`src/rtl/instmem_pkg.sv`:
```
// instmem_pkg: shared widths and owner encoding for the instruction ROM arbiter.
package instmem_pkg;
  localparam int ADDR_W_DEF = 9;
  localparam int DATA_W_DEF = 32;
  localparam int PERF_W = 16;
  typedef enum logic {OWN_M0 = 1'b0, OWN_M1 = 1'b1} owner_t;
endpackage

```
`src/rtl/rr_arb2.sv`:
```
// rr_arb2: two-way round-robin or fixed-priority arbiter with a pointer register.
module rr_arb2
  import instmem_pkg::*;
#(
  parameter bit FIXED_PRIO = 1'b0
) (
  input  logic       clk,
  input  logic       reset,
  input  logic [1:0] req,
  input  logic       adv,
  output logic       accept,
  output owner_t     winner
);
  owner_t ptr;
  assign accept = adv & |req;
  assign winner = FIXED_PRIO ? (req[0] ? OWN_M0 : OWN_M1)
                : (&req ? ptr : (req[1] ? OWN_M1 : OWN_M0));
  // Pointer hands the next tie to the port that just lost.
  always_ff @(posedge clk)
    if (!reset) ptr <= OWN_M0;
    else if (accept) ptr <= owner_t'(~winner);
endmodule

```
`src/rtl/instmem_arbiter.sv`:
```
// instmem_arbiter: two-port pipelined read arbiter for the synchronous instruction ROM.
// Define INSTMEM_ARB_PERF_EN to add saturating grant/stall counters.
module instmem_arbiter
  import instmem_pkg::*;
#(
  parameter int ADDR_W = ADDR_W_DEF,
  parameter int DATA_W = DATA_W_DEF,
  parameter bit FIXED_PRIO = 1'b0
) (
  input  logic              clk,
  input  logic              reset,
  input  logic              m0_req_valid,
  input  logic [ADDR_W-1:0] m0_req_addr,
  output logic              m0_req_ready,
  output logic              m0_rsp_valid,
  output logic [DATA_W-1:0] m0_rsp_data,
  input  logic              m0_rsp_ready,
  input  logic              m1_req_valid,
  input  logic [ADDR_W-1:0] m1_req_addr,
  output logic              m1_req_ready,
  output logic              m1_rsp_valid,
  output logic [DATA_W-1:0] m1_rsp_data,
  input  logic              m1_rsp_ready,
  output logic [ADDR_W-1:0] mem_addr,
  input  logic [DATA_W-1:0] mem_dout
`ifdef INSTMEM_ARB_PERF_EN
  ,
  output logic [PERF_W-1:0] perf_m0_grants,
  output logic [PERF_W-1:0] perf_m1_grants,
  output logic [PERF_W-1:0] perf_stalls
`endif
);
  logic              s1_valid, s2_valid, drain, s1_adv, accept;
  owner_t            s1_owner, s2_owner, winner;
  logic [ADDR_W-1:0] s1_addr, mem_addr_q, req_addr;
  logic [DATA_W-1:0] s2_data;

  assign drain  = s2_valid & (s2_owner == OWN_M1 ? m1_rsp_ready : m0_rsp_ready);
  assign s1_adv = !s1_valid | !s2_valid | drain;

  rr_arb2 #(.FIXED_PRIO(FIXED_PRIO)) u_arb (
    .clk    (clk),
    .reset  (reset),
    .req    ({m1_req_valid, m0_req_valid}),
    .adv    (s1_adv & reset),
    .accept (accept),
    .winner (winner)
  );

  assign req_addr     = winner == OWN_M1 ? m1_req_addr : m0_req_addr;
  assign m0_req_ready = accept & (winner == OWN_M0);
  assign m1_req_ready = accept & (winner == OWN_M1);
  // Re-present the stalled address so the ROM keeps driving the same word.
  assign mem_addr     = accept ? req_addr : (s1_valid ? s1_addr : mem_addr_q);
  assign m0_rsp_valid = s2_valid & (s2_owner == OWN_M0);
  assign m1_rsp_valid = s2_valid & (s2_owner == OWN_M1);
  assign m0_rsp_data  = m0_rsp_valid ? s2_data : '0;
  assign m1_rsp_data  = m1_rsp_valid ? s2_data : '0;

  always_ff @(posedge clk)
    if (!reset) begin
      s1_valid   <= 1'b0;
      s1_owner   <= OWN_M0;
      s1_addr    <= '0;
      s2_valid   <= 1'b0;
      s2_owner   <= OWN_M0;
      s2_data    <= '0;
      mem_addr_q <= '0;
    end else begin
      if (accept) mem_addr_q <= req_addr;
      if (s1_adv) begin
        s1_valid <= accept;
        s1_owner <= winner;
        s1_addr  <= req_addr;
      end
      if (!s2_valid | drain) begin
        s2_valid <= s1_valid;
        s2_owner <= s1_owner;
        s2_data  <= mem_dout;
      end
    end

`ifdef INSTMEM_ARB_PERF_EN
  logic stall;
  assign stall = (m0_req_valid | m1_req_valid) & !s1_adv;
  always_ff @(posedge clk)
    if (!reset) begin
      perf_m0_grants <= '0;
      perf_m1_grants <= '0;
      perf_stalls    <= '0;
    end else begin
      if (m0_req_ready && perf_m0_grants != '1) perf_m0_grants <= perf_m0_grants + 1'b1;
      if (m1_req_ready && perf_m1_grants != '1) perf_m1_grants <= perf_m1_grants + 1'b1;
      if (stall && perf_stalls != '1) perf_stalls <= perf_stalls + 1'b1;
    end
`endif
endmodule
```
`config.mk`:
```
export PLATFORM = sky130hd
export DESIGN_NAME = instmem_arbiter
export DESIGN_NICKNAME = d
export VERILOG_FILES = /design/src/rtl/instmem_pkg.sv /design/src/rtl/rr_arb2.sv /design/src/rtl/instmem_arbiter.sv
export SDC_FILE = /design/constraint.sdc
export NUM_CORES = 1
export LEC_CHECK = 0
export ABC_AREA = 1
export CAP_MARGIN = 5
export CELL_PAD_IN_SITES_DETAIL_PLACEMENT = 0
export CELL_PAD_IN_SITES_GLOBAL_PLACEMENT = 1
export CORE_ASPECT_RATIO = 1.5
export CORE_UTILIZATION = 29
export CTS_CLUSTER_SIZE = 20
export DETAILED_ROUTE_END_ITERATION = 10
export GPL_TIMING_DRIVEN = 0
export PLACE_DENSITY_LB_ADDON = 0.2
export SLEW_MARGIN = 20
export SYNTH_ARGS = -nofsm -noshare
export SYNTH_HDL_FRONTEND = slang
export SYNTH_SLANG_ARGS = --single-unit
```
`constraint.sdc`:
```
create_clock -name clk -period 2.4 [get_ports clk]
set_clock_uncertainty 0.15 [all_clocks]
set_input_delay 0.48 -clock clk [delete_from_list [all_inputs] [get_ports clk]]
set_output_delay 0.48 -clock clk [all_outputs]
set_load 0.03 [all_outputs]
```
==> results.py <==
metrics = {
    "run_status": {
        "status": "completed",
    },
    "timing": {
        "fin_crit_sh_pct": 98.0,
        "slew_viol_final": 0,
        "setup_tns_ns": 0,
        "max_slew_margin_pct": 66.6,
        "max_freq_ghz": 0.425,
        "setup_slack_ns": 0.0473,
        "period_minus_slack_ns": 2.35,
        "setup_viol": 0,
        "worst_pin_slew_ns": 0.501,
        "finalHoldViolCount": 0,
    },
    "routing": {
        "viasPerCell": 4.38,
        "wl_um": 8550,
        "vias": 3003,
        "dr.pass1.iters": 7,
        "wl_per_cell_um": 12.5,
        "antenna_left": 0,
        "drc": 0,
        "first_iter_violations": 69,
    },
    "worst_setup_path": {
        "arrival_ns": 1.72,
        "critPathLaunchType": "primary input",
        "worst_r2r_startpoint": "s2_owner$_SDFFE_PN0P_",
        "crit_path_top_delay_cell": "clkdlybuf4s50_1",
        "slowest_delay_ns": 0.42,
        "required_ns": 1.77,
        "cp_top_family": "buffers and inverters",
        "crit_type": "in2out",
        "end_kind": "output port",
        "rr_worst_depth": 7,
        "path_cells": "clkdlybuf4s50_1 -> nand2_2 -> nand4_4 -> nand2_4 -> buf_8 -> nand2_1 -> nand2_1 -> buf_4",
        "cp_num_buf_inv": 3,
        "reg2reg_to": "s1_addr[7]$_SDFFE_PN0P_",
        "path_common_cell": "nand2_1",
        "reg2reg_slack_ns": 0.78,
        "crit_fanout": 10,
    },
    "placement": {
        "dp_hpwl_um": 6400,
        "port_buffers": 131,
        "place.gp.congestion": 0.793,
        "place_ws_ns": -0.575,
        "place_area_um2": 4150,
    },
    "layout": {
        "area_delta_synth_final_pct": 60.3,
        "diodes": 0,
        "design_area_um2": 4330,
        "nNetsFinal": 630,
        "final_util_pct": 48.5,
        "fill_cells": 948,
        "final_common_cell": "nor2_1",
        "final_cell_mix": "131 x nor2_1, 111 x nand2_1, 54 x dfxtp_1, 53 x clkdlybuf4s50_1, 39 x clkdlybuf4s15_2",
        "drive_above_1_share_pct": 19.5,
    },
    "clocking": {
        "cts.clk_slew.worst_paths_ns": 0.07,
        "clock-root-buffer": "clkbuf_16",
        "cts_tree": "yes",
        "clk_latency_ns": 0.30,
        "cts_buffers": 5,
        "cts_max_level": 2,
        "cts.sinks": 55,
        "cts_buffer_depth": 2,
    },
    "flow_run": {
        "cap_violations": 0,
    },
    "power": {
        "pwr-share-clk_pct": 31.5,
        "pwr-share-comb_pct": 24.2,
        "peakVddDrop_mv": 0.285,
        "swShare_pct": 30.4,
        "powerDensity_nw_per_um2": 534,
        "switchingPower_mw": 0.703,
        "leakage_nw": 2.02,
        "seqPwrFrac_pct": 44.3,
        "p_int_mw": 1.61,
    },
    "min_path": {
        "min_from": "s1_addr[0]$_SDFFE_PN0P_",
        "hold_path_class": "reg2reg",
        "hold_path_depth": 2,
        "hold_end": "s1_addr[0]$_SDFFE_PN0P_",
    },
    "synth": {
        "synth_nets": 488,
        "synth_edf_count": 0,
        "ys_ff_latch": 55,
        "synth_area_um2": 2700,
        "synth-simple-area-share_pct": 40.8,
        "synth_cell_types": 20,
        "synthXorXnorAreaFrac_pct": 0,
        "synthMuxAreaShare_pct": 0,
        "synth_top_family_by_area": "simple AND/OR/NAND/NOR gates",
        "yosys.area_share.adder_pct": 0,
        "ys_async_sr_fraction_pct": 0,
        "synthFlopType": "dfxtp_1",
        "synth_warnings": 0,
        "avgSynthCellArea_um2": 6.26,
        "yosysSeqAreaShare_pct": 40.7,
        "synth_compound_area_share_pct": 6.67,
        "netlist_instances": 432,
    },
    "die": {
        "dieHeight_um": 120,
        "initial_core_util_pct": 30.3,
        "die_width_um": 80.8,
        "pin_count": 133,
        "die-area_um2": 9720,
        "rows": 42,
        "core_area_um2": 8930,
    },
    "global_routing": {
        "grt_pass1_vias": 2767,
        "antenna_found_initial": 0,
        "grt_max_degree": 18,
        "grt_pass1_wl_um": 13300,
        "gr-total-overflow": 0,
        "grt_use_total_pct": 17.8,
    },
}
[power by group through the flow]
| stage | registers (mW) | clock network, mW | logic, mW |
|---|---|---|---|
| after floorplan | 1.04 | 0 | 0.329 |
| after global placement | 1.04 | 0 | 0.563 |
| after detailed placement | 1.05 | 0 | 0.566 |
| after CTS | 1.02 | 0.756 | 0.553 |
| after global routing | 1.04 | 0.797 | 0.619 |
| final | 1.03 | 0.729 | 0.561 |
[cells in the mapped netlist, types with 3 or more instances]
library cell	count	area share, %
a21oi_1	4	0.74
inv_2	3	0.42
nand3_1	19	3.5
nor2_1	133	18
inv_1	37	5.1
nand2_2	3	0.69
o21ai_0	32	5.9
dfxtp_1	55	41
clkbuf_1	8	1.1
buf_2	5	0.93
nand2_1	115	16
buf_6	7	2.9
[per-stage QoR]
step	hold WS, ns	instances	power [mW]
finish	0.305	685	2.32
global route	0.332	685	2.45
CTS	0.305	682	2.33
detailed placement	0.290	673	1.61
global placement	0.286	673	1.61
floorplan	0.276	432	1.37
[worst max-delay path by stage]
stage                          startpoint               to  slack (ns)  cells after the start
finish                       m0_rsp_ready      mem_addr[4]        0.05                      8
global route                 m0_rsp_ready      mem_addr[0]      -0.004                      8
CTS                          m1_req_valid      mem_addr[5]      -0.002                      8
detailed placement           m1_rsp_ready      mem_addr[5]       -0.57                      8
global placement             m1_rsp_ready      mem_addr[5]       -0.57                      8
floorplan           s2_valid$_SDFFE_PN0P_  m0_rsp_data[10]        0.10                      5
[cell type report]
cell class,instances,area (um^2),share of cell area (%)
Buffer,24,179,4.13
Clock buffer,5,125,2.89
Clock inverter,3,20.0,0.462
Inverter,42,165,3.81
Multi-Input combinational cell,311,1300,30.1
Sequential cell,55,1100,25.4
Tap cell,110,138,3.18
Timing Repair Buffer,135,1300,30.0
[worst register-to-register path, stage by stage, from the launching register on]
cell and delay, ns:
dfxtp_1 0.43, inv_2 0.05, nand2_2 0.11, nand4_4 0.12
buf_4 0.17, nor2_2 0.36, nand2_1 0.10, nand2_1 0.08
[flip-flops by register name, indices dropped and copies added (netlist names)]
| signal | cells |
|---|---|
| mem_addr_q | 9 |
| s1_addr | 9 |
| s1_owner | 1 |
| s1_valid | 1 |
| s2_data | 32 |
| s2_owner | 1 |
| s2_valid | 1 |
| u_arb.ptr | 1 |
[timing repair]
item	in CTS	in global routing
cloned	0	1
gates resized for setup	233	33
hold buffers	0	0
pin swaps	3	6
buffers inserted	1	2
setup endpoints to repair	76	72
[layer usage]
layer	vias up	track usage (%)	routed length (um)
met5	-	0	0
met4	0	6.03	145
met3	8	3.85	509
met2	96	33.4	4430
met1	1321	18.9	3470
li1	1578	-	-
[kinds of logic (layout without fill, tap and decap cells)]
family	after synthesis	in the layout
flops	55	55
simple gates	275	275
buf+inv	66	209
compound gates	36	36
No activity file was read; power rests on OpenSTA's default activity.
==> edit 1 (config.mk and constraints unchanged) <==
`FIXED_PRIO` is set to 1'b0 in 2 places; all go to 1'b1.
--- a/src/rtl/rr_arb2.sv
+++ b/src/rtl/rr_arb2.sv
@@ -2,7 +2,7 @@
 module rr_arb2
   import instmem_pkg::*;
 #(
-  parameter bit FIXED_PRIO = 1'b0
+  parameter bit FIXED_PRIO = 1'b1
 ) (
   input  logic       clk,
   input  logic       reset,
--- a/src/rtl/instmem_arbiter.sv
+++ b/src/rtl/instmem_arbiter.sv
@@ -5,7 +5,7 @@
 #(
   parameter int ADDR_W = ADDR_W_DEF,
   parameter int DATA_W = DATA_W_DEF,
-  parameter bit FIXED_PRIO = 1'b0
+  parameter bit FIXED_PRIO = 1'b1
 ) (
   input  logic              clk,
   input  logic              reset,
Behaviour: not the same (a bounded check fails within 4 cycles, from zero or initial values and one cycle with reset low).
==> edit 1 against the original RTL <==
  * Synthesized cell count decreased by 1.2%
  * Power decreased by 3.4%
  * Sequential cell count decreased by 1
  * First-iteration DRC count increased by 30%
  * Routed wire length decreased by 0.91%
  * Design area decreased by 6.5%
  * Worst setup slack improved by 0.036 ns
  * Synthesized area decreased by 2.5%
==> edit 1: results (changes against the original RTL) <==
Syn Nets: 483 (was 488)
cts bufs inserted: 5 (unchanged)
status: complete, no violations (unchanged)
DRC violations left: 0 (unchanged)
clock buffer depth: 2 (unchanged)
commonest cells in the netlist: 131 x nor2_1, 97 x nand2_1, 54 x dfxtp_1 (was 133 x nor2_1, 115 x nand2_1, 55 x dfxtp_1)
sw frac: 0.296 (was 0.304)
final setup TNS: 0 ns (unchanged)
pre-CTS setup slack: -0.840 ns (was -0.575 ns)
startpoint of the worst hold path: s1_owner$_SDFFE_PN0P_ (was s1_addr[0]$_SDFFE_PN0P_)
Antenna Cells: 0 (unchanged)
Worst-Margin Slew: 0.550 ns (was 0.501 ns)
gr usage total: 0.183 (was 0.178)
Placed Instances: 669 (was 673)
WL final: 8.47 mm (was 8.55 mm)
DRT iter0 DRCs: 90 (was 69)
worst-path maximum fanout: 10 (unchanged)
vias in the first global route: 2,842 (was 2,767)
drt pass-1 iters: 4 (was 7)
Unique masters post-synth: 17 (was 20)
Yosys Warn Count: 0 (unchanged)
wire length of the first global-routing pass: 13.5 mm (was 13.3 mm)
critical path startpoint: s2_valid$_SDFFE_PN0P_ (was m0_rsp_ready)
Worst EP arrival: 1.69 ns (was 1.72 ns)
vias per cell: 4.44 (was 4.38)
Post-Route Utilization: 0.459 (was 0.485)
Layout Cells excl Fill: 679 (was 685)
PortBufs: 132 (was 131)
Placer Congestion: 0.791 (was 0.793)
Largest regs: s2_data x32, mem_addr_q x9, s1_addr x9 (unchanged)
synth top area cells: dfxtp_1 41%, nor2_1 19%, nand2_1 14% (was dfxtp_1 41%, nor2_1 18%, nand2_1 16%)
hpwl dp: 6.43 mm (was 6.40 mm)
Peak VDD IR: 0.000279 V (was 0.000285 V)
H-tree depth: 2 (unchanged)
clk slew on worst S/H paths: 0.07 ns (about the same)
clock root buffer master: clkbuf_16 (unchanged)
clk_lat worst skew: 0.29 ns
ys flop type: dfxtp_1 (unchanged)
Fillers: 974 (was 948)
P_leak: 2.03 nW (was 2.02 nW)
Async SR Flop Fraction: 0 (unchanged)
Final nets: 625 (was 630)
post-synthesis sequential area ratio: 0.410 (was 0.407)
largest net degree at the start of global routing: 16 (was 18)
Worst R2R Start: s2_owner$_SDFFE_PN0P_ (unchanged)
Avg Inst Size Synth: 6.17 um2 (was 6.26 um2)
share of layout cells above drive strength 1: 0.178 (was 0.195)
dpl cell area: 0.00409 mm2 (was 0.00415 mm2)
Hold WC Path Type: reg -> reg (unchanged)
antenna violations before repair: 0 (unchanged)
==> edit 1: cell types whose count changed after synthesis, moves of 2 or more <==
cell	before	now
nand2_1	115	97
nand3_1	19	31
a21oi_1	4	13
buf_6	7	2
clkbuf_1	8	13
buf_2	5	8
buf_4	2	0
clkbuf_8	0	2
nand2_2	3	1
nor2_1	133	131
nor2_2	2	0
==> edit 1: cells by family (layout without fill, tap and decap cells) <==
group                  Yosys count  after routing  share of synthesized area
AO/OA/AOI/OAI                   45             45                     0.0855
buffers and inverters           66            208                      0.112
flip-flops                      54             54                      0.410
AND/OR/NAND/NOR                262            262                      0.393
==> edit 1: area by class of cell <==
class	count	area share
repair buffers	135	0.269
plain buffers	26	0.0435
clock inverters	1	0.00185
inverters	40	0.0370
multi-input cells	307	0.316
clock buffers	6	0.0318
well taps	110	0.0340
flip-flops and latches	54	0.267
==> edit 1: power by group through the flow <==
stage / registers (mW) / logic (mW) / clock network (mW)
CTS: 1.00 / 0.533 / 0.721
global route: 1.01 / 0.593 / 0.752
floorplan: 1.01 / 0.310 / 0
global placement: 1.02 / 0.543 / 0
detailed placement: 1.02 / 0.546 / 0
finish: 1.00 / 0.536 / 0.699
==> edit 1: timing repair <==
action | in CTS | in global routing
resized for setup | 156 | 114
buffers inserted | 2 | 0
setup endpoints to repair | 77 | 68
cloned | 0 | 1
pin swaps | 1 | 5
endpoints found under the hold margin | 0 | 0
==> edit 1: critical path, cell delays in order (launching register included) <==
cell	delay (ns)
dfxtp_1	0.42
nand2_1	0.23
clkbuf_2	0.26
nor2_1	0.11
clkdlybuf4s15_1	0.37
==> edit 1: final timing paths <==
check | endpoint | slack, ns | cells past startpoint
max | m1_rsp_data[7] | 0.08 | 4
min | s2_owner$_SDFFE_PN0P_ | 0.30 | 2
max reg2reg | s2_data[16]$_SDFFE_PN0P_ | 0.93 | 6
min reg2reg | s2_owner$_SDFFE_PN0P_ | 0.30 | 2
==> edit 1: layer usage <==
layer | share of wire | track usage | up-vias | wire, um
li1 | - | - | 1588 | -
met1 | 0.43 | 0.207 | 1321 | 3620
met2 | 0.51 | 0.344 | 100 | 4340
met3 | 0.047 | 0.0239 | 8 | 401
met4 | 0.013 | 0.0569 | 0 | 106
met5 | 0 | 0 | - | 0
==> edit 2 (config.mk and constraints unchanged) <==
Without the edit above. Change the package constant `DATA_W_DEF` from 32 to 36.
--- a/src/rtl/instmem_pkg.sv
+++ b/src/rtl/instmem_pkg.sv
@@ -1,7 +1,7 @@
 // instmem_pkg: shared widths and owner encoding for the instruction ROM arbiter.
 package instmem_pkg;
   localparam int ADDR_W_DEF = 9;
-  localparam int DATA_W_DEF = 32;
+  localparam int DATA_W_DEF = 36;
   localparam int PERF_W = 16;
   typedef enum logic {OWN_M0 = 1'b0, OWN_M1 = 1'b1} owner_t;
 endpackage
Ports: changed (resized m0_rsp_data, m1_rsp_data and mem_dout); port bits go from 133 to 145. No check against the original RTL was run, so the function may have changed too.
==> edit 2 against the original RTL <==
  * The run now ends with design-rule violations left
  * Routed wire length grew 8.2%
  * Design area is 10% higher
  * Power increased by 29%
  * Synthesized area rose by 9.0%
  * Global-route usage rose by 0.58 points
  * Sequential share of layout area down 0.71 points
  * Combinational power rose by 4.6%
  * Core utilization increased by 0.29 points
  * Worst setup slack improved by 0.00086 ns
  * Sequential cell count increased by 4
  * Die area grew 8.8%
  * Register-to-register slack improved by 0.20 ns
  * Critical path type unchanged
  * Largest cell class unchanged
==> edit 2: results (changes against the original RTL) <==
Worst-Margin Slew: 0.399 ns (was 0.501 ns)
post-synthesis sequential area ratio: 0.401 (was 0.407)
postcts setup bufs: 3 (was 1)
DRC violations left: 24 (was 0)
fin crit period: 2.35 ns (about the same)
M1 WL: 3.62 mm (was 3.47 mm)
dpl cell area: 0.00453 mm2 (was 0.00415 mm2)
Final nets: 680 (was 630)
vias per cell: 4.42 (was 4.38)
Resized Gates After CTS: 195 (was 233)
P_leak: 2.48 nW (was 2.02 nW)
CP peak stage delay: 0.44 ns (was 0.42 ns)
Peak VDD IR: 0.000379 V (was 0.000285 V)
clock buffer depth: 2 (unchanged)
clk_lat worst skew: 0.32 ns (was 0.30 ns)
cts bufs inserted: 9 (was 5)
clk slew on worst S/H paths: 0.05 ns (was 0.07 ns)
synth top area cells: dfxtp_1 40%, nand2_1 15%, inv_1 9.7% (was dfxtp_1 41%, nor2_1 18%, nand2_1 16%)
failing checks: design-rule violations
vias in the first global route: 3,208 (was 2,767)
met2 WL: 4.84 mm (was 4.43 mm)
DRT iter0 DRCs: 148 (was 69)
R2R setup slack: 0.98 ns (was 0.78 ns)
status: finished with violations (was complete, no violations)
share of layout cells above drive strength 1: 0.179 (was 0.195)
WL final: 9.25 mm (was 8.55 mm)
Largest regs: s2_data x36, mem_addr_q x9, s1_addr x9 (was s2_data x32, mem_addr_q x9, s1_addr x9)
Layout Cells excl Fill: 740 (was 685)
Mapped Cells: 460 (was 432)
hpwl dp: 6.96 mm (was 6.40 mm)
commonest cells in the netlist: 116 x nand2_1, 76 x inv_1, 76 x nor2_1 (was 133 x nor2_1, 115 x nand2_1, 55 x dfxtp_1)
Placer Congestion: 0.802 (was 0.793)
Unique masters post-synth: 22 (was 20)
pre-CTS setup slack: -0.637 ns (was -0.575 ns)
gr usage total: 0.184 (was 0.178)
Placed Instances: 719 (was 673)
==> edit 2: changes by cell type in the layout (fill, tap and decap cells not counted), moves of 18 or more <==
cell,before,now
a21oi_1,4,39
nor2_1,131,74
dlygate4sd2_1,5,35
clkdlybuf4s15_2,39,19
o21ai_1,0,21
o21ai_0,32,14
inv_1,36,76
==> edit 2: path summary, 6_finish.rpt <==
kind	from	to	cells after the start
worst min register to register	s1_owner$_SDFFE_PN0P_	s1_owner$_SDFFE_PN0P_	2
worst max-delay path	m1_rsp_ready	mem_addr[3]	8
worst min-delay path	s1_owner$_SDFFE_PN0P_	s1_owner$_SDFFE_PN0P_	2
worst max register to register	s2_owner$_SDFFE_PN0P_	s2_data[13]$_SDFFE_PN0P_	7
==> edit 2: area by class of cell <==
type | count | area [um2]
flip-flops and latches | 59 | 1180
well taps | 115 | 144
plain buffers | 26 | 203
repair buffers | 149 | 1330
clock buffers | 15 | 278
fillers | 1027 | 5020
inverters | 81 | 313
clock inverters | 1 | 30.0
multi-input cells | 294 | 1300
==> edit 2: routing by layer <==
metal | global-route usage | up-vias
met5 | 0 | -
met4 | 0.0700 | 0
met3 | 0.0436 | 13
met2 | 0.343 | 124
met1 | 0.197 | 1432
li1 | - | 1704
==> edit 2: report_power, final <==
part	total (mW)	switching, mW	internal, mW
Clock	1.31	0.419	0.888
Sequential	1.10	0.0406	1.06
Combinational	0.587	0.339	0.248
==> edit 2: worst max-delay path: cells and delay by family <==
| kind | cells | cell delay (ns) |
|---|---|---|
| and+or+nand+nor | 5 | 0.48 |
| buffers and inverters | 3 | 0.76 |
==> edit 2: cell families after synthesis <==
group	share of synthesized area
compound gates	0.129
simple gates	0.304
buf+inv	0.167
flops	0.401
